$ cat src/rtl/FetchUnitTypes.sv
// Fetch-unit shared types: PHT index/counter paths, update-queue entry,
// queue sizing, starvation limit and the 2-bit saturating counter step.
package FetchUnitTypes;

  localparam int PHT_ENTRY_NUM_BIT_WIDTH = 10;

  typedef logic [PHT_ENTRY_NUM_BIT_WIDTH-1:0] PHT_IndexPath;
  typedef logic [1:0] PHT_EntryPath;

  typedef struct packed {
    PHT_IndexPath index;
    PHT_EntryPath value;
  } PhtUpdateEntry;

  localparam int PHT_UPDATE_QUEUE_SIZE = 32;
  localparam int PHT_UPDATE_QUEUE_PTR_W =
    $clog2(PHT_UPDATE_QUEUE_SIZE);

  typedef logic [PHT_UPDATE_QUEUE_PTR_W-1:0]
    PhtUpdateQueuePointerPath;

  localparam int PHT_MAX_WAIT = 8;

  function automatic PHT_EntryPath PhtSatUpdate(
    input PHT_EntryPath prev,
    input logic         taken
  );
    PHT_EntryPath r;
    r = prev;
    unique case (1'b1)
      taken && (prev != 2'd3):  r = prev + 2'd1;
      !taken && (prev != 2'd0): r = prev - 2'd1;
      default:                  r = prev;
    endcase
    return r;
  endfunction

endpackage

$ cat src/rtl/pht_update_queue.sv
// Multi-enqueue / single-dequeue circular FIFO of PHT update entries.
// Ports: enqValid_i/enqData_i lanes, deq_i pop, head_o, count_o occupancy.
module pht_update_queue
  import FetchUnitTypes::*;
#(
  parameter int SIZE  = PHT_UPDATE_QUEUE_SIZE,
  parameter int LANES = 2
) (
  input  logic                   clk,
  input  logic                   rst,
  input  logic [LANES-1:0]       enqValid_i,
  input  PhtUpdateEntry          enqData_i [LANES],
  input  logic                   deq_i,
  output PhtUpdateEntry          head_o,
  output logic [$clog2(SIZE):0]  count_o
);

  localparam int PW = $clog2(SIZE);
  localparam int CW = PW + 1;

  PhtUpdateEntry mem_q [SIZE];

  logic [PW-1:0] head_q, head_d;
  logic [PW-1:0] tail_q, tail_d;
  logic [CW-1:0] count_q, count_d;
  logic [PW-1:0] slot [LANES];
  logic [CW-1:0] nEnq;

  // Lanes are packed in lane order: each valid lane lands at
  // tail plus the number of valid lanes below it.
  always_comb begin
    nEnq = '0;
    for (int l = 0; l < LANES; l++) begin
      slot[l] = tail_q + PW'(nEnq);
      if (enqValid_i[l]) nEnq = nEnq + CW'(1);
    end
    head_d  = deq_i ? head_q + PW'(1) : head_q;
    tail_d  = tail_q + PW'(nEnq);
    count_d = count_q + nEnq - {{(CW-1){1'b0}}, deq_i};
  end

  always_ff @(posedge clk) begin
    for (int l = 0; l < LANES; l++) begin
      if (enqValid_i[l]) mem_q[slot[l]] <= enqData_i[l];
    end
  end

  always_ff @(posedge clk) begin
    if (rst) begin
      head_q  <= '0;
      tail_q  <= '0;
      count_q <= '0;
    end else begin
      head_q  <= head_d;
      tail_q  <= tail_d;
      count_q <= count_d;
    end
  end

  assign head_o  = mem_q[head_q];
  assign count_o = count_q;

endmodule

$ cat src/rtl/pht_update_scheduler.sv
// PHT update scheduler: queues committed branch outcomes and arbitrates
// the single-port PHT between fetch reads and update writes.
// Ports: upd* commit lanes, full/count, rdReq/rdGrant, phtWE/WA/WV.
module pht_update_scheduler
  import FetchUnitTypes::*;
#(
  parameter int QUEUE_SIZE   = PHT_UPDATE_QUEUE_SIZE,
  parameter int UPDATE_WIDTH = 2,
  parameter int INDEX_WIDTH  = PHT_ENTRY_NUM_BIT_WIDTH,
  parameter int MAX_WAIT     = PHT_MAX_WAIT
) (
  input  logic                                    clk,
  input  logic                                    rst,
  input  logic [UPDATE_WIDTH-1:0]                 updValid,
  input  logic [UPDATE_WIDTH-1:0][INDEX_WIDTH-1:0] updIndex,
  input  logic [UPDATE_WIDTH-1:0]                 updTaken,
  input  logic [UPDATE_WIDTH-1:0][1:0]            updPrev,
  output logic                                    full,
  output logic [$clog2(QUEUE_SIZE):0]             count,
  input  logic                                    rdReq,
  output logic                                    rdGrant,
  output logic                                    phtWE,
  output logic [INDEX_WIDTH-1:0]                  phtWA,
  output logic [1:0]                              phtWV
);

  localparam int CW = $clog2(QUEUE_SIZE) + 1;
  localparam int WW = $clog2(MAX_WAIT + 1);
  localparam logic [CW-1:0] FULL_THR =
    CW'(QUEUE_SIZE - UPDATE_WIDTH);
  localparam logic [WW-1:0] WAIT_SAT = WW'(MAX_WAIT);

  PhtUpdateEntry           enqData [UPDATE_WIDTH];
  PhtUpdateEntry           head;
  logic [UPDATE_WIDTH-1:0] enqValid;
  logic [WW-1:0]           waitCnt_q, waitCnt_d;
  logic                    empty;
  logic                    forceWr;

  // Only the post-update counter value is kept; prev/taken are
  // consumed here at enqueue.
  always_comb begin
    for (int l = 0; l < UPDATE_WIDTH; l++) begin
      enqData[l].index = PHT_IndexPath'(updIndex[l]);
      enqData[l].value = PhtSatUpdate(updPrev[l], updTaken[l]);
    end
  end

  assign full     = count > FULL_THR;
  assign enqValid = full ? '0 : updValid;

  pht_update_queue #(
    .SIZE  (QUEUE_SIZE),
    .LANES (UPDATE_WIDTH)
  ) u_queue (
    .clk        (clk),
    .rst        (rst),
    .enqValid_i (enqValid),
    .enqData_i  (enqData),
    .deq_i      (phtWE),
    .head_o     (head),
    .count_o    (count)
  );

  // Fetch owns the port unless the head has waited MAX_WAIT cycles.
  assign empty   = count == '0;
  assign forceWr = !empty && (waitCnt_q == WAIT_SAT);
  assign phtWE   = !empty && (!rdReq || forceWr);
  assign rdGrant = rdReq && !forceWr;
  assign phtWA   = INDEX_WIDTH'(head.index);
  assign phtWV   = head.value;

  always_comb begin
    waitCnt_d = waitCnt_q;
    unique case (1'b1)
      phtWE || empty:
        waitCnt_d = '0;
      !empty && rdReq && !forceWr:
        waitCnt_d = waitCnt_q + WW'(1);
      default:
        waitCnt_d = waitCnt_q;
    endcase
  end

  always_ff @(posedge clk) begin
    if (rst) waitCnt_q <= '0;
    else     waitCnt_q <= waitCnt_d;
  end

  // Commit must honour full; anything offered while full is lost.
  a_no_enq_when_full: assert property (
    @(posedge clk) disable iff (rst) !(full && (|updValid))
  );

endmodule

$ cat config.mk
export PLATFORM = sky130hd
export DESIGN_NAME = pht_update_scheduler
export DESIGN_NICKNAME = d
export VERILOG_FILES = /design/src/rtl/FetchUnitTypes.sv /design/src/rtl/pht_update_queue.sv /design/src/rtl/pht_update_scheduler.sv
export SDC_FILE = /design/constraint.sdc
export NUM_CORES = 1
export LEC_CHECK = 0
export BUFFER_PORTS_ARGS = -buffer_cell sky130_fd_sc_hd__buf_2
export CORE_MARGIN = 2
export CORE_UTILIZATION = 45
export DETAILED_ROUTE_END_ITERATION = 6
export SLEW_MARGIN = 20
export SYNTH_ARGS = -nofsm -noshare
export SYNTH_HDL_FRONTEND = slang
export SYNTH_SLANG_ARGS = --single-unit
$ cat constraint.sdc
create_clock -name clk -period 10.45 [get_ports clk]
set_clock_uncertainty 0.05 [all_clocks]
set_input_delay 0.5225 -clock clk [delete_from_list [all_inputs] [get_ports clk]]
set_output_delay 0.5225 -clock clk [all_outputs]
set_load 0.05 [all_outputs]
==> impl_metrics.json, run 1 <==
{
  "outcome": "finished, final reports clean",
  "critical_path_class": "reg -> out",
  "die_h_um": 221,
  "port-buffer-count": 51,
  "synth_xor_xnor_area_share": 0.00536,
  "drtAntennaViolNets": 0,
  "ys_types": 52,
  "synth_cells": 1443,
  "fin_setup_tns_ps": 0,
  "grt_max_degree": 66,
  "grt_pass1_vias": 12900,
  "startpoint_type": "register",
  "critPathMaxFanout": 56,
  "dp_slack_ps": 5560,
  "start_util": 0.456,
  "synthFlopType": "edfxtp_1",
  "rows": 79,
  "antenna_cells": 0,
  "finalNonFillerCells": 2043,
  "cts_resized": 0,
  "layout_commonest_cell": "edfxtp_1",
  "worst_slack_ps": 5490,
  "chipWidth_um": 221,
  "vias_per_cell": 6.37,
  "layout_common_cells": "edfxtp_1 (384), mux2_2 (320), mux2i_1 (154), buf_2 (51), clkbuf_16 (49)",
  "p_leak_uw": 0.00768,
  "p_seq_frac": 0.427,
  "cts_tree": "done",
  "antenna_found_initial": 0,
  "p_comb_frac": 0.241,
  "muxShareOfSynthArea": 0.293,
  "maxCapViolCount": 0,
  "worst_pin_slew_ps": 1360,
  "drtPass1Iterations": 5,
  "wl_per_cell_um": 31.0,
  "cpMaxStageDelayCell": "a2111oi_0",
  "arrival_ps": 4390,
  "total_power_uw": 4580,
  "clock_latency_ps": 580,
  "holdBufCountCts": 0,
  "ys_seq_elements": 409,
  "synth_top_family_by_area": "multiplexers",
  "layout-drive-gt1-share": 0.368,
  "setup_viol": 0,
  "post-route-period-util": 0.475,
  "cts_root_buffer": "clkbuf_16",
  "place_inst": 1967,
  "ys_seq_area_frac": 0.566,
  "grt_pass1_wl_mm": 90.9,
  "max_slew_margin": 0.0726,
  "synth_edf_count": 384,
  "pwr-share-clk": 0.332,
  "area_growth_pct": 9.24,
  "slowest_delay_ps": 1010,
  "internal_power_uw": 3130,
  "grtUsageTotal": 0.257,
  "h-tree-depth": 2,
  "io_pins": 52,
  "p_sw_uw": 1450,
  "clk_path_buf_depth": 3,
  "hold_viol": 0,
  "yosys.area_share.adder": 0.0140,
  "post_cts_buffers": 0,
  "rsz0062_at_grt": "no",
  "worst-path-buf-inv": 2,
  "drt_iter0_drc": 1300,
  "worst_setup_path_end_kind": "primary output",
  "yosys_warnings": 0,
  "cts.sinks": 409,
  "critPathTopFamily": "compound AO/OA/AOI/OAI gates",
  "switching_share": 0.316,
  "slew_viol_final": 0,
  "finalCriticalPeriod_ps": 4960,
  "hold_class": "in -> reg",
  "vias": 13000,
  "clk_pin_slew_ps": 60,
  "core_area_um2": 46600,
  "cellPowerDensity_nw_per_um2": 197,
  "gr-total-overflow": 0,
  "drc": 0,
  "gp_congestion": 0.890,
  "syn_avg_cell_area_um2": 14.7,
  "max-vdd-ir-drop_mv": 0.223,
  "async_reset_ff_frac": 0,
  "synth_compound_area_frac": 0.0482,
  "synthesis.area_um2": 21200,
  "synth-simple-area-share": 0.0383,
  "cts_made_buffers": 46,
  "worstPathRequired_ps": 9880,
  "synth_fp_nets": 1495,
  "finish.net_count": 1460,
  "path_cells": "buf_4, mux2i_1, a22o_1, a2111oi_0, a31oi_1, nand3_1, buf_2",
  "fmax_mhz": 201,
  "dpl.hpwl_mm": 38.1,
  "wirelength_mm": 63.3,
  "die_area_um2": 49000
}
## path summary, 6_finish.rpt
kind	slack (ps)	depth (start not counted)	start	endpoint
worst max-delay path	5490	7	register	phtWV[1]
worst min-delay path	250	3	rdReq	waitCnt_q[0]$_SDFFE_PP0P_
worst max register to register	5710	11	u_queue.count_o[5]$_SDFF_PP0_	u_queue.mem_q[27][1]$_DFFE_PP_
worst min register to register	420	1	waitCnt_q[0]$_SDFFE_PP0P_	waitCnt_q[0]$_SDFFE_PP0P_
## flip-flops by register name, summed over array words and instances (netlist names), named ones only
| signal | count |
|---|---|
| u_queue.mem_q | 384 |
| u_queue.count_o | 6 |
| u_queue.head_q | 5 |
| u_queue.tail_q | 5 |
| waitCnt_q | 4 |
## worst reg2reg max path, stage by stage, from the launching register on
cell and delay [ps]:
dfxtp_1 340, inv_1 70, ha_1 180, nand3_1 80, mux2i_1 450, and2_1 320
ha_1 220, ha_1 260, nand3_1 100, nor2_1 800, nand2_1 690, o21ai_1 810
## synth_stat cells (all sizes together), types with 7 or more instances
library cell / n / area, um^2
a21oi: 17 / 85.1
ha: 19 / 238
buf: 54 / 292
a22o: 12 / 105
edfxtp: 384 / 11500
o21ai: 25 / 125
a22oi: 36 / 270
o21bai: 10 / 75.1
xor2: 7 / 61.3
clkbuf: 95 / 357
a31oi: 13 / 81.3
nor2: 25 / 93.8
mux4: 48 / 1080
a2111oi: 12 / 105
dfxtp: 25 / 500
a211oi: 12 / 90.1
nand3: 19 / 95.1
nor2b: 20 / 125
and2: 14 / 87.6
nand2: 49 / 186
inv: 23 / 86.3
mux2i: 154 / 1540
mux2: 320 / 3600
## power groups by stage
stage	clock (uW)	combinational [uW]	sequential, uW
2_1_floorplan	0	724	1990
3_3_place_gp	0	1080	1990
3_5_place_dp	0	1090	1990
4_1_cts	1540	1090	1960
5_1_grt	1600	1170	1970
6_report	1520	1100	1960
## area by class of cell
class / instances / area (um^2)
Inverter: 23 / 86.3
Timing Repair Buffer: 66 / 368
Tap cell: 607 / 759
Sequential cell: 409 / 12000
Clock inverter: 16 / 95.1
Multi-Input combinational cell: 862 / 8590
Clock buffer: 60 / 1270
Fill cell: 3987 / 23400
## routing by layer
metal  vias up  GRT usage  routed length [um]
met5         -          0                   0
met4         0     0.0877                1990
met3       104     0.0440                5230
met2       573      0.399               29400
met1      6814      0.365               26600
li1       5513          -                   -
## cell families after synthesis
| group | count (synthesis) |
|---|---|
| compound gates | 149 |
| xor+xnor | 13 |
| fa+ha+maj | 23 |
| buf+inv | 172 |
| flops | 409 |
| mux | 522 |
| simple gates | 155 |
## per-stage QoR
| step | instance area [um^2] | hold slack [ps] | util |
|---|---|---|---|
| global placement | 21700 | 398 | 0.467 |
| global route | 23200 | 280 | 0.498 |
| CTS | 23100 | 221 | 0.497 |
| detailed placement | 21800 | 409 | 0.467 |
| floorplan | 21200 | 380 | - |
| finish | 23200 | 246 | 0.498 |
No activity file was read; power rests on OpenSTA's default activity.
==> inputs of run 2 (changes only) <==
clock period = 4.7 ns   (was 10.45 ns; I/O delays follow)
==> impl_metrics.json, run 2 (synthesis results as in run 1) <==
{
  "outcome": "finished, final reports clean",
  "r2r_end": "u_queue.mem_q[13][10]$_DFFE_PP_",
  "gr-total-overflow": 0,
  "worst-path-buf-inv": 2,
  "cts_root_buffer": "clkbuf_16",
  "worst_pin_slew_ps": 1150,
  "reg2reg_setup_slack_ps": 690,
  "holdPathStages": 4,
  "hold_end": "u_queue.mem_q[22][1]$_DFFE_PP_",
  "clk_pin_slew_ps": 60,
  "p_leak_uw": 0.00803,
  "die_h_um": 221,
  "clk_path_buf_depth": 3,
  "chipWidth_um": 221,
  "grt_pass1_wl_mm": 90.5,
  "dpl.hpwl_mm": 37.8,
  "rr_worst_depth": 14,
  "wl_per_cell_um": 29.3,
  "slowest_delay_ps": 860,
  "cts_tree": "done",
  "h-tree-depth": 2,
  "fmax_mhz": 234,
  "cellPowerDensity_nw_per_um2": 435,
  "grt_max_degree": 46,
  "rsz0062_at_grt": "no",
  "max-vdd-ir-drop_mv": 0.474,
  "worst-path-stages": 7,
  "post-route-period-util": 0.910,
  "drc": 0,
  "layout_commonest_cell": "edfxtp_1",
  "wirelength_mm": 62.2,
  "worst_setup_path_end_kind": "primary output",
  "cpMaxStageDelayCell": "a2111oi_0",
  "drtAntennaViolNets": 0,
  "holdWs_ps": 380,
  "grt_pass1_vias": 13200,
  "rows": 79,
  "finalCriticalPeriod_ps": 4280,
  "die_area_um2": 49000,
  "gp_congestion": 0.878,
  "hold_viol": 0,
  "vias": 13100,
  "hold_start": "updTaken[0]",
  "largest_reg_flops": 384,
  "hold_class": "in -> reg",
  "core_area_um2": 46600,
  "cts_resized": 0,
  "maxCapViolCount": 0,
  "r2r_start": "u_queue.count_o[5]$_SDFF_PP0_",
  "area_growth_pct": 11.9,
  "grtUsageTotal": 0.252,
  "max_slew_margin": 0.229,
  "nFillCells": 3927,
  "cts.sinks": 409,
  "critical_path_class": "reg -> out",
  "critPathTopFamily": "compound AO/OA/AOI/OAI gates",
  "io_pins": 52,
  "post_cts_buffers": 0,
  "start_util": 0.456,
  "worstPathRequired_ps": 4410,
  "clock_latency_ps": 600,
  "critPathMaxFanout": 45,
  "finish.net_count": 1531,
  "startpoint_type": "register",
  "setup_viol": 0,
  "layout_common_cells": "edfxtp_1 (384), mux2_2 (320), mux2i_1 (154), buf_4 (83), buf_2 (51)",
  "fin_setup_tns_ps": 0,
  "drt_iter0_drc": 1205,
  "antenna_found_initial": 5,
  "vias_per_cell": 6.17,
  "arrival_ps": 3990,
  "cts_made_buffers": 47,
  "slew_viol_final": 0,
  "drtPass1Iterations": 5,
  "layout-drive-gt1-share": 0.385,
  "holdBufCountCts": 2,
  "port-buffer-count": 51,
  "path_cells": "buf_4, mux2i_1, a22o_1, a2111oi_0, a31oi_1, nand3_1, buf_2"
}
## run 2: changes by cell type in the layout (fill, tap and decap cells not counted), moves of 2 or more
cell | before | now
buf_4 | 15 | 83
o21ai_1 | 5 | 21
o21ai_2 | 17 | 1
clkbuf_8 | 0 | 5
clkinv_1 | 8 | 13
o21bai_1 | 2 | 6
o21bai_2 | 8 | 4
clkbuf_1 | 11 | 8
a2111oi_0 | 11 | 9
clkinv_2 | 7 | 5
clkinvlp_4 | 0 | 2
dlygate4sd3_1 | 0 | 2
## run 2: routing by layer
layer / share of wire / up-vias / GRT usage
met2: 0.46 / 551 / 0.389
met1: 0.43 / 6771 / 0.346
met4: 0.031 / 8 / 0.0879
met3: 0.083 / 110 / 0.0619
li1: - / 5665 / -
met5: 0.00074 / - / 0
## run 2: worst max path at each step
| stage | startpoint | to | slack [ps] |
|---|---|---|---|
| floorplan | u_queue.count_o[2]$_SDFF_PP0_ | u_queue.count_o[4]$_SDFF_PP0_ | 860 |
| global placement | u_queue.count_o[5]$_SDFF_PP0_ | u_queue.mem_q[14][9]$_DFFE_PP_ | 650 |
| detailed placement | u_queue.count_o[5]$_SDFF_PP0_ | u_queue.mem_q[12][4]$_DFFE_PP_ | 570 |
| CTS | register | phtWA[7] | 490 |
| global route | register | phtWV[1] | 400 |
| finish | register | phtWV[0] | 420 |
## run 2: report_power, final
part	switching, uW	internal [uW]	leakage [uW]
logic	1610	836	0.00364
clock network	1510	2030	0.000718
registers	126	4230	0.00367
total	3240	7100	0.00803
## run 2: cell type report
class                   instances  area (um^2)  area share
inverters                      23         86.3     0.00363
diodes                          1         2.50    0.000105
clock inverters                23          148     0.00621
well taps                     607          759      0.0319
clock buffers                  62         1330      0.0557
flip-flops and latches        409        12000       0.506
repair buffers                136          898      0.0378
multi-input cells             862         8520       0.358
## run 2: per-stage QoR
stage,power (uW),worst slack [ps],cells,instance area [um^2],util
finish,10300,424,2123,23800,0.511
global route,10700,402,2122,23800,0.511
CTS,10400,486,2122,23800,0.510
detailed placement,6850,575,2035,22300,0.478
global placement,6820,652,2035,22300,0.478
floorplan,6050,856,1443,21200,-
## run 2: worst register-to-register path, stage by stage, from the launching register on
cell	delay, ps
dfxtp_1	340
inv_1	60
ha_1	180
nand3_1	80
mux2i_1	280
buf_4	190
and2_1	250
ha_1	240
nand2_2	150
xor2_1	200
o32ai_1	790
and2_0	250
buf_4	250
o21bai_1	140
buf_4	250
==> inputs of run 3 (changes only) <==
ABC_AREA = 1   (was not set)
ABC_CLOCK_PERIOD_IN_PS = 4700   (was not set)
CORE_ASPECT_RATIO = 0.7   (was not set)
==> impl_metrics.json, run 3 <==
{
  "port-buffer-count": 51,
  "total_power_uw": 10900,
  "r2r_start": "u_queue.count_o[3]$_SDFF_PP0_",
  "cts_root_buffer": "clkbuf_16",
  "cts_made_buffers": 41,
  "worst_pin_slew_ps": 1130,
  "holdPathStages": 5,
  "grt_pass1_vias": 16500,
  "synthFlopType": "edfxtp_1",
  "chipWidth_um": 267,
  "vias": 18000,
  "p_leak_uw": 0.00808,
  "rr_worst_depth": 12,
  "largest_reg_flops": 384,
  "r2r_end": "u_queue.mem_q[30][8]$_DFFE_PP_",
  "hold_class": "in -> reg",
  "async_reset_ff_frac": 0,
  "layout_common_cells": "nand2_1 (952), edfxtp_1 (384), o21ai_0 (361), nand3_1 (300), inv_1 (63)",
  "cts.sinks": 409,
  "fmax_mhz": 249,
  "dpl.hpwl_mm": 40.6,
  "rows": 67,
  "fin_setup_tns_ps": 0,
  "nFillCells": 4452,
  "max_slew_margin": 0.246,
  "critical_path_class": "reg -> reg",
  "clk_path_buf_depth": 3,
  "yosys_warnings": 0,
  "synthMostInstantiatedCell": "nand2_1",
  "gr-total-overflow": 0,
  "drtPass1Iterations": 6,
  "arrival_ps": 4130,
  "area_growth_pct": 8.14,
  "yosys-top-cells-count": "nand2_1 (953), edfxtp_1 (384), o21ai_0 (374), nand3_1 (300), clkbuf_1 (142)",
  "synth_edf_count": 384,
  "critPathMaxFanout": 25,
  "layout_commonest_cell": "nand2_1",
  "wl_per_cell_um": 22.6,
  "die_area_um2": 50100,
  "vias_per_cell": 5.84,
  "grt_pass1_wl_mm": 104,
  "grtUsageTotal": 0.277,
  "wirelength_mm": 69.5,
  "drc": 0,
  "core_area_um2": 47800,
  "finish.net_count": 2486,
  "startpoint_type": "register",
  "setup_viol": 0,
  "synth_area_leaders": "edfxtp_1 (53%), nand2_1 (16%), o21ai_0 (8.6%), nand3_1 (6.9%), clkbuf_1 (2.5%)",
  "synth.top_cell.area_share": 0.531,
  "worstPathRequired_ps": 4820,
  "outcome": "finished, final reports clean",
  "synthesis.area_um2": 21700,
  "hold_end": "waitCnt_q[1]$_SDFFE_PP0P_",
  "synth_cells": 2513,
  "drtAntennaViolNets": 0,
  "layout-drive-gt1-share": 0.0914,
  "cts_resized": 0,
  "cts_tree": "done",
  "gp_congestion": 0.877,
  "clock_latency_ps": 550,
  "grt_max_degree": 193,
  "ys_types": 36,
  "worst_setup_path_end_kind": "register",
  "final_area_um2": 23500,
  "finalCriticalPeriod_ps": 4020,
  "holdWs_ps": 77.9,
  "maxCapViolCount": 0,
  "cellPowerDensity_nw_per_um2": 462,
  "io_pins": 52,
  "antenna_found_initial": 0,
  "hold_viol": 0,
  "reg2reg_setup_slack_ps": 680,
  "yosys.area.top_type": "edfxtp_1",
  "slew_viol_final": 0,
  "post-route-period-util": 0.855,
  "max-vdd-ir-drop_mv": 0.336,
  "drt_iter0_drc": 2305,
  "syn_avg_cell_area_um2": 8.64,
  "die_h_um": 188,
  "ys_seq_elements": 409,
  "clk_pin_slew_ps": 70,
  "synth_fp_nets": 2565,
  "hold_start": "rdReq",
  "h-tree-depth": 2,
  "ys_seq_area_frac": 0.554,
  "rsz0062_at_grt": "no",
  "start_util": 0.455,
  "dpl-instance-area_um2": 22200
}
-- run 3: changes by cell type after synthesis, sizes merged, moves of 27 or more --
cell,change
nand2,+910
o21ai,+387
mux2,-320
nand3,+289
mux2i,-154
inv,+52
clkbuf,+49
mux4,-48
a22oi,-36
nor2,+27
-- run 3: through the flow --
step	cells	util	worst slack, ps
finish	3083	0.492	682
global route	3082	0.492	397
CTS	3082	0.491	741
detailed placement	3011	0.464	743
global placement	3011	0.464	876
floorplan	2513	-	579
-- run 3: cell type report --
cell class | instances | area (um^2) | area share
Sequential cell | 409 | 12000 | 0.513
Multi-Input combinational cell | 1805 | 8450 | 0.360
Clock buffer | 50 | 1100 | 0.0469
Tap cell | 621 | 777 | 0.0331
Timing Repair Buffer | 101 | 658 | 0.0280
Inverter | 76 | 295 | 0.0126
Clock inverter | 20 | 166 | 0.00708
Antenna cell | 1 | 2.50 | 0.000107
-- run 3: worst max-delay path: stages, from the launching register on --
cell	delay (ps)
dfxtp_1	400
ha_1	220
nand4_1	150
nand2_4	190
inv_1	80
nor2_1	250
ha_1	280
ha_1	340
xor2_4	380
nand3_4	210
nor2_4	440
inv_1	70
o21ai_1	550
-- run 3: repair_timing --
item / 4_1_cts / 5_1_grt
buffers inserted: 0 / 0
hold buffers: 1 / 0
endpoints found under the hold margin: 5 / 0
-- run 3: where the power goes --
group / leakage, uW / switching, uW / internal, uW / total (uW)
logic: 0.00379 / 2470 / 787 / 3260
clock network: 0.000616 / 1420 / 1820 / 3250
registers: 0.00367 / 109 / 4240 / 4350
total: 0.00808 / 4010 / 6850 / 10900
-- run 3: logic make-up (layout without fill, tap and decap cells) --
group / after synthesis / count (layout) / synth area share
AOI/OAI and AO/OA: 447 / 447 / 0.104
xor gates and xnor gates: 3 / 3 / 0.00207
adders and majority gates: 21 / 21 / 0.0128
buffers and inverters: 299 / 247 / 0.0594
DFF: 409 / 409 / 0.554
other: 0 / 1 / 0
and+or+nand+nor: 1334 / 1334 / 0.268
-- run 3: worst max path at each step --
stage	cells after the start	start	slack, ps	end
3_3_place_gp	14	u_queue.count_o[5]$_SDFF_PP0_	880	u_queue.mem_q[30][4]$_DFFE_PP_
5_1_grt	12	u_queue.count_o[3]$_SDFF_PP0_	400	u_queue.mem_q[7][8]$_DFFE_PP_
4_1_cts	12	u_queue.count_o[3]$_SDFF_PP0_	740	u_queue.mem_q[7][7]$_DFFE_PP_
3_5_place_dp	13	u_queue.count_o[2]$_SDFF_PP0_	740	u_queue.mem_q[26][6]$_DFFE_PP_
6_report	12	u_queue.count_o[3]$_SDFF_PP0_	680	u_queue.mem_q[30][8]$_DFFE_PP_
2_1_floorplan	15	u_queue.count_o[5]$_SDFF_PP0_	580	u_queue.mem_q[31][0]$_DFFE_PP_
-- run 3: per-layer routing --
metal,global-route usage,up-vias,part of all wire
met5,0,-,0
met4,0.0696,0,0.024
met3,0.0771,121,0.13
met2,0.406,980,0.43
met1,0.405,8549,0.42
li1,-,8352,-
